[src/rtl/uart_bram_pkg.sv]
// Shared types for the UART/BRAM capture-and-playback sequencer.
package uart_bram_pkg;

  localparam int lp_BYTE_W = 8;

  typedef enum logic [2:0] {
    IDLE,
    RD,
    LAT,
    LOAD,
    SEND,
    WBUSY,
    WDONE
  } t_ctrl_state;

endpackage

[src/rtl/uart_bram_ctrl_tx_handshake.sv]
// Transmitter handshake: holds the byte and walks SEND -> WBUSY -> WDONE
// against the uart_tx ready flag, then reports completion.
module uart_tx_handshake
  import uart_bram_pkg::*;
(
  input  logic                 clk,
  input  logic                 rst,
  input  logic                 clear,
  input  logic                 start,
  input  logic [lp_BYTE_W-1:0] data,
  input  logic                 tx_ready,
  output logic                 tx_en,
  output logic [lp_BYTE_W-1:0] txdata,
  output logic                 done
);

  t_ctrl_state state, state_nxt;

  always_ff @(posedge clk or posedge rst) begin
    if (rst) state <= IDLE;
    else     state <= state_nxt;
  end

  always_comb begin
    state_nxt = state;
    if (clear) begin
      state_nxt = IDLE;
    end else begin
      unique case (state)
        IDLE:    if (start)     state_nxt = SEND;
        SEND:    if (tx_ready)  state_nxt = WBUSY;
        WBUSY:   if (!tx_ready) state_nxt = WDONE;
        WDONE:   if (tx_ready)  state_nxt = IDLE;
        default:                state_nxt = IDLE;
      endcase
    end
  end

  always_comb begin
    tx_en = (state == SEND)  && tx_ready && !clear;
    done  = (state == WDONE) && tx_ready && !clear;
  end

  always_ff @(posedge clk or posedge rst) begin
    if (rst)        txdata <= '0;
    else if (start) txdata <= data;
  end

endmodule

[src/rtl/uart_bram_ctrl.sv]
// Sequencer owning the single BRAM port: captures received bytes in IDLE and
// replays the stored buffer through uart_tx on a play command.
module uart_bram_ctrl
  import uart_bram_pkg::*;
#(
  parameter int p_DEPTH  = 4,
  parameter int p_ADDR_W = $clog2(p_DEPTH),
  parameter int p_CNT_W  = $clog2(p_DEPTH + 1)
) (
  input  logic                 i_clk,
  input  logic                 i_rst,
  input  logic                 i_rx_done,
  input  logic [lp_BYTE_W-1:0] i8_rxdata,
  input  logic                 i_play,
  input  logic                 i_clear,
  output logic [p_ADDR_W-1:0]  oN_bram_addr,
  output logic [lp_BYTE_W-1:0] o8_bram_datain,
  output logic                 o_bram_we,
  input  logic [lp_BYTE_W-1:0] i8_bram_dataout,
  output logic                 o_tx_en,
  output logic [lp_BYTE_W-1:0] o8_txdata,
  input  logic                 i_tx_ready,
  output logic [p_CNT_W-1:0]   oN_count,
  output logic                 o_full,
  output logic                 o_busy,
  output logic                 o_overflow,
  output logic                 o_play_done
);

  t_ctrl_state state, state_nxt;

  logic [p_ADDR_W-1:0]  wr_ptr, rd_ptr, waddr;
  logic [p_CNT_W-1:0]   count, count_eff;
  logic [lp_BYTE_W-1:0] wdata;
  logic                 we, overflow, play_pend, play_done;
  logic                 accept, start_req, last, hs_done;

  // count_eff includes a write issued last cycle but not yet counted
  assign count_eff = count + p_CNT_W'(we);
  assign accept    = i_rx_done && (state == IDLE) && !i_clear
                     && (count_eff != p_CNT_W'(p_DEPTH));
  assign start_req = (i_play || play_pend) && (state == IDLE) && !i_clear;
  assign last      = (p_CNT_W'(rd_ptr) == count - p_CNT_W'(1));

  always_ff @(posedge i_clk or posedge i_rst) begin
    if (i_rst) state <= IDLE;
    else       state <= state_nxt;
  end

  // A play arriving with a byte is deferred until that byte's write cycle
  always_comb begin
    state_nxt = state;
    if (i_clear) begin
      state_nxt = IDLE;
    end else begin
      unique case (state)
        IDLE:    if (start_req && !accept && count_eff != '0) state_nxt = RD;
        RD:      state_nxt = LAT;
        LAT:     state_nxt = LOAD;
        LOAD:    state_nxt = SEND;
        SEND:    if (hs_done) state_nxt = last ? IDLE : RD;
        default: state_nxt = IDLE;
      endcase
    end
  end

  always_comb begin
    oN_bram_addr   = (state == IDLE) ? waddr : rd_ptr;
    o8_bram_datain = wdata;
    o_bram_we      = we;
    oN_count       = count;
    o_full         = (count == p_CNT_W'(p_DEPTH));
    o_busy         = (state != IDLE);
    o_overflow     = overflow;
    o_play_done    = play_done;
  end

  always_ff @(posedge i_clk or posedge i_rst) begin
    if (i_rst) begin
      wr_ptr    <= '0;
      rd_ptr    <= '0;
      waddr     <= '0;
      wdata     <= '0;
      count     <= '0;
      we        <= 1'b0;
      overflow  <= 1'b0;
      play_pend <= 1'b0;
      play_done <= 1'b0;
    end else if (i_clear) begin
      wr_ptr    <= '0;
      rd_ptr    <= '0;
      count     <= '0;
      we        <= 1'b0;
      overflow  <= 1'b0;
      play_pend <= 1'b0;
      play_done <= 1'b0;
    end else begin
      we <= accept;
      if (accept) begin
        waddr <= wr_ptr + p_ADDR_W'(we);
        wdata <= i8_rxdata;
      end
      if (we) begin
        wr_ptr <= wr_ptr + p_ADDR_W'(1);
        count  <= count + p_CNT_W'(1);
      end
      if (i_rx_done && !accept) overflow <= 1'b1;
      play_pend <= start_req && accept;
      play_done <= (start_req && !accept && count_eff == '0)
                   || ((state == SEND) && hs_done && last);
      if (state == IDLE && state_nxt == RD)
        rd_ptr <= '0;
      else if (state == SEND && hs_done && !last)
        rd_ptr <= rd_ptr + p_ADDR_W'(1);
    end
  end

  uart_tx_handshake u_hs (
    .clk      (i_clk),
    .rst      (i_rst),
    .clear    (i_clear),
    .start    ((state == LOAD) && !i_clear),
    .data     (i8_bram_dataout),
    .tx_ready (i_tx_ready),
    .tx_en    (o_tx_en),
    .txdata   (o8_txdata),
    .done     (hs_done)
  );

endmodule

[config.mk]
export PLATFORM = sky130hd
export DESIGN_NAME = uart_bram_ctrl
export DESIGN_NICKNAME = d
export VERILOG_FILES = /design/src/rtl/uart_bram_pkg.sv /design/src/rtl/uart_bram_ctrl_tx_handshake.sv /design/src/rtl/uart_bram_ctrl.sv
export SDC_FILE = /design/constraint.sdc
export NUM_CORES = 1
export LEC_CHECK = 0
export BUFFER_PORTS_ARGS = -buffer_cell sky130_fd_sc_hd__clkbuf_2
export CAP_MARGIN = 20
export CORE_ASPECT_RATIO = 0.8
export CORE_MARGIN = 1
export CORE_UTILIZATION = 40
export CTS_BUF_LIST = sky130_fd_sc_hd__clkbuf_16
export DETAILED_ROUTE_END_ITERATION = 7
export PLACE_DENSITY = 0.65
export SYNTH_ARGS = -nofsm -noshare
export SYNTH_HDL_FRONTEND = slang
export SYNTH_SLANG_ARGS = --single-unit
[constraint.sdc]
create_clock -name i_clk -period 5.2 [get_ports i_clk]
set_clock_uncertainty 0.2 [all_clocks]
set_input_delay 1.04 -clock i_clk [delete_from_list [all_inputs] [get_ports i_clk]]
set_output_delay 1.04 -clock i_clk [all_outputs]
set_load 0.02 [all_outputs]
==> results of run 1 <==
metal layers:
layer | share of wire (%) | global-route usage [%]
met5 | 0 | 0
met4 | 1.9 | 8.24
met3 | 5.5 | 4.89
met2 | 47 | 26.4
met1 | 46 | 21.9
layout make-up:
cell class	count	area (um^2)
clock buffer	5	125
sequential	35	876
tap	55	68.8
multi-input combinational	90	731
clock inverter	3	11.3
timing repair buffer	50	259
fill	359	1790
inverter	5	18.8
power by group:
group          switching (mW)  leakage (nW)  internal (mW)
Sequential             0.0267         0.455          0.313
Combinational           0.112         0.499         0.0813
Clock                   0.102        0.0701          0.172
Total                   0.240          1.02          0.567
cell usage after synthesis, types with 3 or more instances:
| cell type | number | area, um^2 |
|---|---|---|
| mux2_2 | 14 | 158 |
| xor2_1 | 4 | 35.0 |
| nor2_1 | 14 | 52.6 |
| xnor2_1 | 7 | 61.3 |
| o21ai_0 | 4 | 20.0 |
| ha_1 | 6 | 75.1 |
| inv_1 | 4 | 15.0 |
| dfrtp_1 | 35 | 876 |
| mux2_1 | 5 | 56.3 |
| clkbuf_1 | 4 | 15.0 |
| a21oi_1 | 3 | 15.0 |
| nand2_1 | 6 | 22.5 |
flip-flops by register name (all words and copies together) (netlist names), 2 cells and up:
register / flops
o8_bram_datain: 8
oN_count: 3
rd_ptr: 2
state: 3
u_hs.state: 3
u_hs.txdata: 8
waddr: 2
wr_ptr: 2
worst max path at each step:
stage,endpoint,depth (start not counted),slack [ns],from
floorplan,o_tx_en,3,1.96,i_clear
global placement,o_tx_en,4,1.83,i_clear
detailed placement,o_tx_en,4,1.78,i_clear
CTS,o_tx_en,4,1.79,i_clear
global route,o_tx_en,4,1.70,i_clear
finish,o_tx_en,4,1.79,i_clear
kinds of logic (layout without fill, tap and decap cells):
| logic type | Yosys count | count (layout) |
|---|---|---|
| AOI/OAI and AO/OA | 16 | 16 |
| xor gates and xnor gates | 11 | 11 |
| adders and majority gates | 6 | 6 |
| buffers and inverters | 12 | 63 |
| DFF | 35 | 35 |
| muxes | 20 | 20 |
| and+or+nand+nor | 37 | 37 |
stage by stage:
stage	instance area, um^2	worst slack [ns]
floorplan	1660	1.96
global placement	1940	1.83
detailed placement	1940	1.78
CTS	2080	1.79
global route	2090	1.70
finish	2090	1.79
critical path, delay by kind of cell:
kind / cells / cell delay, ns
and+or+nand+nor: 2 / 0.72
buffers and inverters: 2 / 0.41
==> flow_summary.ini, run 1 <==
[status]
status = completed

[global_routing]
grt_antenna_before_repair = 0
grt_pass1_wl_um = 5480
grt_start_max_net_pins = 23
track_usage_pct = 17.0
grt_pass1_vias = 1185
gr-total-overflow = 0

[floorplan]
coreArea_um2 = 3880
rows = 20
io_pins = 49
dieArea_um2 = 4420
fp.dieW_um = 74.1
initial_core_util_pct = 42.9
die_h_um = 59.7

[setup_path]
worst_path_max_delay_cell = nor4bb_1
cp_max_fo = 17
crit_arrival_ns = 2.17
startpoint_type = input pin
critPathRequiredTime_ns = 3.96
rrSetupSlack_ns = 2.61
slowest_delay_ns = 0.52
crit_type = in2out
rr_worst_depth = 6
crit_chain = clkbuf_2 -> nor4bb_1 -> nor2b_1 -> clkbuf_2
worstReg2RegStart = o_bram_we
cp-end-kind = output port
timing.critical_path.mode_cell = clkbuf_2
r2r_end = o8_bram_datain[3]

[detailed_routing]
drc_errors = 0
drt-initial-drc-count = 77
vias = 1214
dr.pass1.iters = 4
routedWlPerCell_um = 13.0
routed_wl_um = 3170
ant_nets = 0
via_per_inst = 5.00

[layout]
area_growth_pct = 25.6
drive_gt1_share_pct = 40.4
antennaDiodeCount = 0
final_cell_mix = clkbuf_2, dfrtp_1, nor2_1, mux2_2, xnor2_1
nets = 215
post-route-util_pct = 53.9
final_common_cell = clkbuf_2
instances_no_fill = 243

[logic_synthesis]
synth-edff-count = 0
syn_inst = 137
ys_seq_area_share_pct = 52.6
synthFlopType = dfrtp_1
synthAdderAreaFrac_pct = 4.51
ys_types = 40
yosys.area_share.simple_pct = 12.0
async_flop_share_pct = 100
syn-cell-area_um2 = 1660
ys_warn_count = 0
synth_top_family_by_area = multiplexers
ys_ff_latch = 35
synth.avg_cell_area_um2 = 12.1
synthMuxAreaShare_pct = 13.5
synth_compound_area_share_pct = 8.12
synth-xor-area-share_pct = 5.79
syn_nets = 165

[clock_network]
hold_buffers = 0
root_buffer = clkbuf_16
clockBufferDepth = 2
clock_latency_ns = 0.27
cts_tree = yes
cts_resized = 0
clk_pin_slew_ns = 0.05
postCtsSetupRepairBufs = 0
cts_made_buffers = 5
cts.sinks = 35
htreeDepth = 2

[power]
power_leakage_nw = 1.02
total_power_uw = 806
ir_drop_v = 0.000243
cellPowerDensity_nw_per_um2 = 386

[place]
gp_congestion = 0.734
io_buffers = 48
dp.cells = 234
dp_hpwl_um = 2460

[timing]
slew_headroom_pct = 56.3
max_freq_ghz = 0.294
final_hold_viol_count = 0
hold_slack_ns = 0.290
setup_tns_ns = 0
setup_viol = 0
worstMarginPinSlew_ns = 0.653
rsz0062_at_grt = false
finalCriticalPeriod_ns = 3.41
min_period_over_period_pct = 65.5
slew_violations = 0

[worst_hold_path]
min_from = waddr[1]
hold_depth = 2
hold_end = waddr[1]
hold_class = reg2reg

[job]
maxCapViolCount = 0
Note: power is estimated with default switching activity, not from simulation.
==> inputs of run 2 (changes only) <==
- clock period: 5.2 -> 3.35 ns (I/O delays scaled with it)
==> run 2 against run 1 <==
Worst setup slack worse by 1.2 ns. Final cell count unchanged. Critical endpoint is now o8_bram_datain[0]. Global-route usage decreased by 0.79 points. Combinational power grew 55%. Register-to-register slack got worse by 2.0 ns. Largest power group unchanged. Sequential share of layout area is 0.075 points higher. Critical path depth increased by 2. First-iteration DRC count fell by 47%. Core utilization down 0.097 points. Clock-buffer cell count did not move.
==> flow_summary.ini, run 2 (synthesis gave the netlist of run 1 again) <==
[timing]
setup_tns_ns = 0
rsz0062_at_grt = false
worstMarginPinSlew_ns = 0.764
setup_viol = 0
max_freq_ghz = 0.366
finalCriticalPeriod_ns = 2.73
final_hold_viol_count = 0
slew_violations = 0
min_period_over_period_pct = 81.6
slew_headroom_pct = 49.0

[floorplan]
fp.dieW_um = 74.1
coreArea_um2 = 3880
dieArea_um2 = 4420
die_h_um = 59.7
rows = 20
initial_core_util_pct = 42.9
io_pins = 49

[detailed_routing]
routed_wl_um = 3200
dr.pass1.iters = 4
ant_nets = 0
drt-initial-drc-count = 41
routedWlPerCell_um = 13.2
vias = 1181
drc_errors = 0
via_per_inst = 4.86

[power]
cellPowerDensity_nw_per_um2 = 597
power_leakage_nw = 1.02
ir_drop_v = 0.000381

[job]
maxCapViolCount = 0

[global_routing]
track_usage_pct = 16.2
grt_start_max_net_pins = 20
grt_pass1_vias = 1122
gr-total-overflow = 0
grt_pass1_wl_um = 5210
grt_antenna_before_repair = 0

[clock_network]
clk_pin_slew_ns = 0.05
cts_made_buffers = 5
clockBufferDepth = 2
htreeDepth = 2
hold_buffers = 0
cts_tree = yes
clock_latency_ns = 0.27
root_buffer = clkbuf_16
cts_resized = 0
postCtsSetupRepairBufs = 0
cts.sinks = 35

[setup_path]
cp_num_buf_inv = 1
timing.critical_path.mode_cell = ha_1
cp-end-kind = flip-flop
slowest_delay_ns = 0.67
crit_chain = ha_1 -> ha_1 -> xnor2_1 -> o311ai_2 -> buf_4 -> mux2_1
cp_max_fo = 8
crit_type = reg2reg
worst_path_max_delay_cell = o311ai_2
crit_arrival_ns = 2.68
critPathRequiredTime_ns = 3.29
startpoint_type = flip-flop
critPathTopFamily = compound AO/OA/AOI/OAI gates

[layout]
final_cell_mix = clkbuf_2, dfrtp_1, nor2_1, mux2_2, xnor2_1
final_common_cell = clkbuf_2
drive_gt1_share_pct = 40.4
area_growth_pct = 25.3
nets = 215
multiInputGateArea_um2 = 731
register_area_um2 = 876
design_area_um2 = 2090
fillerInstances = 337
antennaDiodeCount = 0

[place]
io_buffers = 48
dp_hpwl_um = 2480
gp_congestion = 0.768
place_area_um2 = 1950

[worst_hold_path]
hold_class = in2async

[status]
status = completed
run 2: cell counts in the layout (fill, tap and decap cells not counted):
No cell type changed its count.
run 2: routing by layer:
metal	track usage, %	vias to the layer above	part of all wire, %
li1	-	584	-
met1	21.3	564	47
met2	25.7	31	48
met3	5.06	2	5.0
met4	4.95	0	0.50
met5	0	-	0
run 2: path summary, 6_finish.rpt:
check	end	startpoint	slack, ns	cells after the start
max	o8_bram_datain[0]	o_bram_we	0.62	6
min	u_hs.txdata[4]	i_rst	0.26	2
max reg2reg	o8_bram_datain[0]	o_bram_we	0.62	6
min reg2reg	waddr[0]	waddr[0]	0.29	1
max in group asynchronous	u_hs.state[1]	i_rst	2.01	3
min in group i_clk	waddr[0]	waddr[0]	0.29	1
run 2: power by group:
group / leakage [nW] / switching [mW] / internal [mW]
registers: 0.455 / 0.0418 / 0.486
logic: 0.498 / 0.173 / 0.125
clock network: 0.0701 / 0.152 / 0.267
total: 1.02 / 0.367 / 0.878
run 2: per-stage QoR:
step                      hold slack (ns)  util (%)  worst slack [ns]  instances  power [mW]
after floorplan                     0.246         -             0.853        137       0.736
after global placement              0.265      50.3             0.703        235       0.826
after detailed placement            0.289      50.3             0.623        235       0.838
after CTS                           0.291      53.8             0.610        243        1.26
after global routing                0.306      53.8             0.492        243        1.31
final                               0.258      53.8             0.616        243        1.25
run 2: area by class of cell:
cell class | count | area share [%]
Tap cell | 55 | 3.30
Timing Repair Buffer | 50 | 12.2
Multi-Input combinational cell | 90 | 35.0
Clock buffer | 5 | 6.00
Inverter | 5 | 0.900
Sequential cell | 35 | 42.0
Clock inverter | 3 | 0.540
==> inputs of run 3 (changes only) <==
- PLACE_DENSITY: 0.65 -> 0.68
- clock period: 3.35 -> 2.3 ns (I/O delays scaled with it)
==> run 3 against run 2 <==
Core utilization increased by 2.8 points. Worst setup slack got worse by 0.57 ns. Register-to-register slack got worse by 0.48 ns. Sequential cell count unchanged. First-iteration DRC count increased by 22%.
==> flow_summary.ini, run 3 (synthesis gave the netlist of run 1 again) <==
[status]
status = completed

[global_routing]
gr-total-overflow = 0
grt_pass1_wl_um = 5730
track_usage_pct = 18.0
grt_pass1_vias = 1298
grt_antenna_before_repair = 0
grt_start_max_net_pins = 19

[floorplan]
rows = 20
io_pins = 49
initial_core_util_pct = 42.9
die_h_um = 59.7
dieArea_um2 = 4420
coreArea_um2 = 3880
fp.dieW_um = 74.1

[clock_network]
cts_made_buffers = 5
cts.sinks = 35
root_buffer = clkbuf_16
cts_tree = yes
clock_latency_ns = 0.27
htreeDepth = 2
hold_buffers = 0
clk_pin_slew_ns = 0.05
clockBufferDepth = 2

[layout]
multiInputGateArea_um2 = 758
register_area_um2 = 882
final_cell_mix = clkbuf_2, dfrtp_1, nor2_1, mux2_2, buf_4
area_growth_pct = 31.8
fillerInstances = 338
post-route-util_pct = 56.5
drive_gt1_share_pct = 47.4
antennaDiodeCount = 0
nets = 223
final_common_cell = clkbuf_2

[detailed_routing]
drc_errors = 0
vias = 1253
routedWlPerCell_um = 14.0
via_per_inst = 4.99
dr.pass1.iters = 4
ant_nets = 0
routed_wl_um = 3520
drt-initial-drc-count = 50

[power]
p_int_mw = 1.30
pwr-share-clk_pct = 33.2
switching_share_pct = 29.8
p_comb_share_pct = 25.3
power_leakage_nw = 1.06
cellPowerDensity_nw_per_um2 = 846
ir_drop_v = 0.000414
total_power_mw = 1.86
p_sw_uw = 552
power_frac_seq_pct = 41.5

[timing]
max_freq_ghz = 0.444
min_period_over_period_pct = 97.9
slew_headroom_pct = 78.1
slew_violations = 0
finalCriticalPeriod_ns = 2.25
setup_viol = 0
hold_slack_ns = 0.00412
final_hold_viol_count = 0
worstMarginPinSlew_ns = 0.327
worst_slack_ns = 0.0487
setup_tns_ns = 0

[worst_hold_path]
hold_class = in2async

[setup_path]
cp_max_fo = 7
critPathRequiredTime_ns = 1.64
crit_type = reg2out
worstReg2RegStart = o_bram_we
crit_arrival_ns = 1.59
rrSetupSlack_ns = 0.14
r2r_end = waddr[0]
cp-end-kind = output port
rr_worst_depth = 6
startpoint_type = flip-flop

[job]
maxCapViolCount = 0

[place]
gp_congestion = 0.855
io_buffers = 48
dp_slack_ns = 0.154
dp_hpwl_um = 2650
## run 3: power groups by stage
stage,Sequential [mW],Combinational [mW],Clock (mW)
3_5_place_dp,0.776,0.469,0
4_1_cts,0.768,0.471,0.636
3_3_place_gp,0.768,0.456,0
2_1_floorplan,0.860,0.218,0
5_1_grt,0.781,0.507,0.666
6_report,0.770,0.470,0.616
## run 3: worst max path at each step
stage / cells past startpoint / to / slack [ns] / from
after floorplan: 6 / o8_bram_datain[0] / 0.02 / oN_count[0]
after global placement: 6 / o8_bram_datain[6] / 0.20 / o_bram_we
after detailed placement: 6 / state[0] / 0.15 / o_bram_we
after CTS: 3 / oN_bram_addr[1] / 0.006 / state[1]
after global routing: 3 / oN_bram_addr[0] / -0.005 / state[0]
final: 3 / oN_bram_addr[1] / 0.05 / state[0]
## run 3: timing repair
action,4_1_cts,5_1_grt
setup buffers,0,0
gates resized for setup,1,4
pin swaps,0,1
endpoints found under the setup margin,2,3
## run 3: stage by stage
stage / cells / instance area, um^2
6_report: 251 / 2190
3_3_place_gp: 243 / 2040
5_1_grt: 251 / 2190
4_1_cts: 251 / 2180
2_1_floorplan: 137 / 1680
3_5_place_dp: 243 / 2040
## run 3: critical path, cell delays in order (launching register included)
cell      delay [ns]
dfrtp_2         0.46
or3_4           0.43
mux2_2          0.28
clkbuf_2        0.15
## run 3: layout make-up
class	instances	area share [%]
multi-input cells	90	34.6
inverters	5	0.856
well taps	55	3.14
clock buffers	5	5.70
flip-flops and latches	35	40.2
repair buffers	58	14.9
clock inverters	3	0.570
## run 3: layer usage
metal | up-vias | global-route usage [%] | part of all wire (%)
met2 | 37 | 30.1 | 50
met3 | 7 | 5.23 | 4.1
met5 | - | 0 | 0
li1 | 597 | - | -
met4 | 0 | 7.69 | 1.5
met1 | 612 | 21.7 | 44
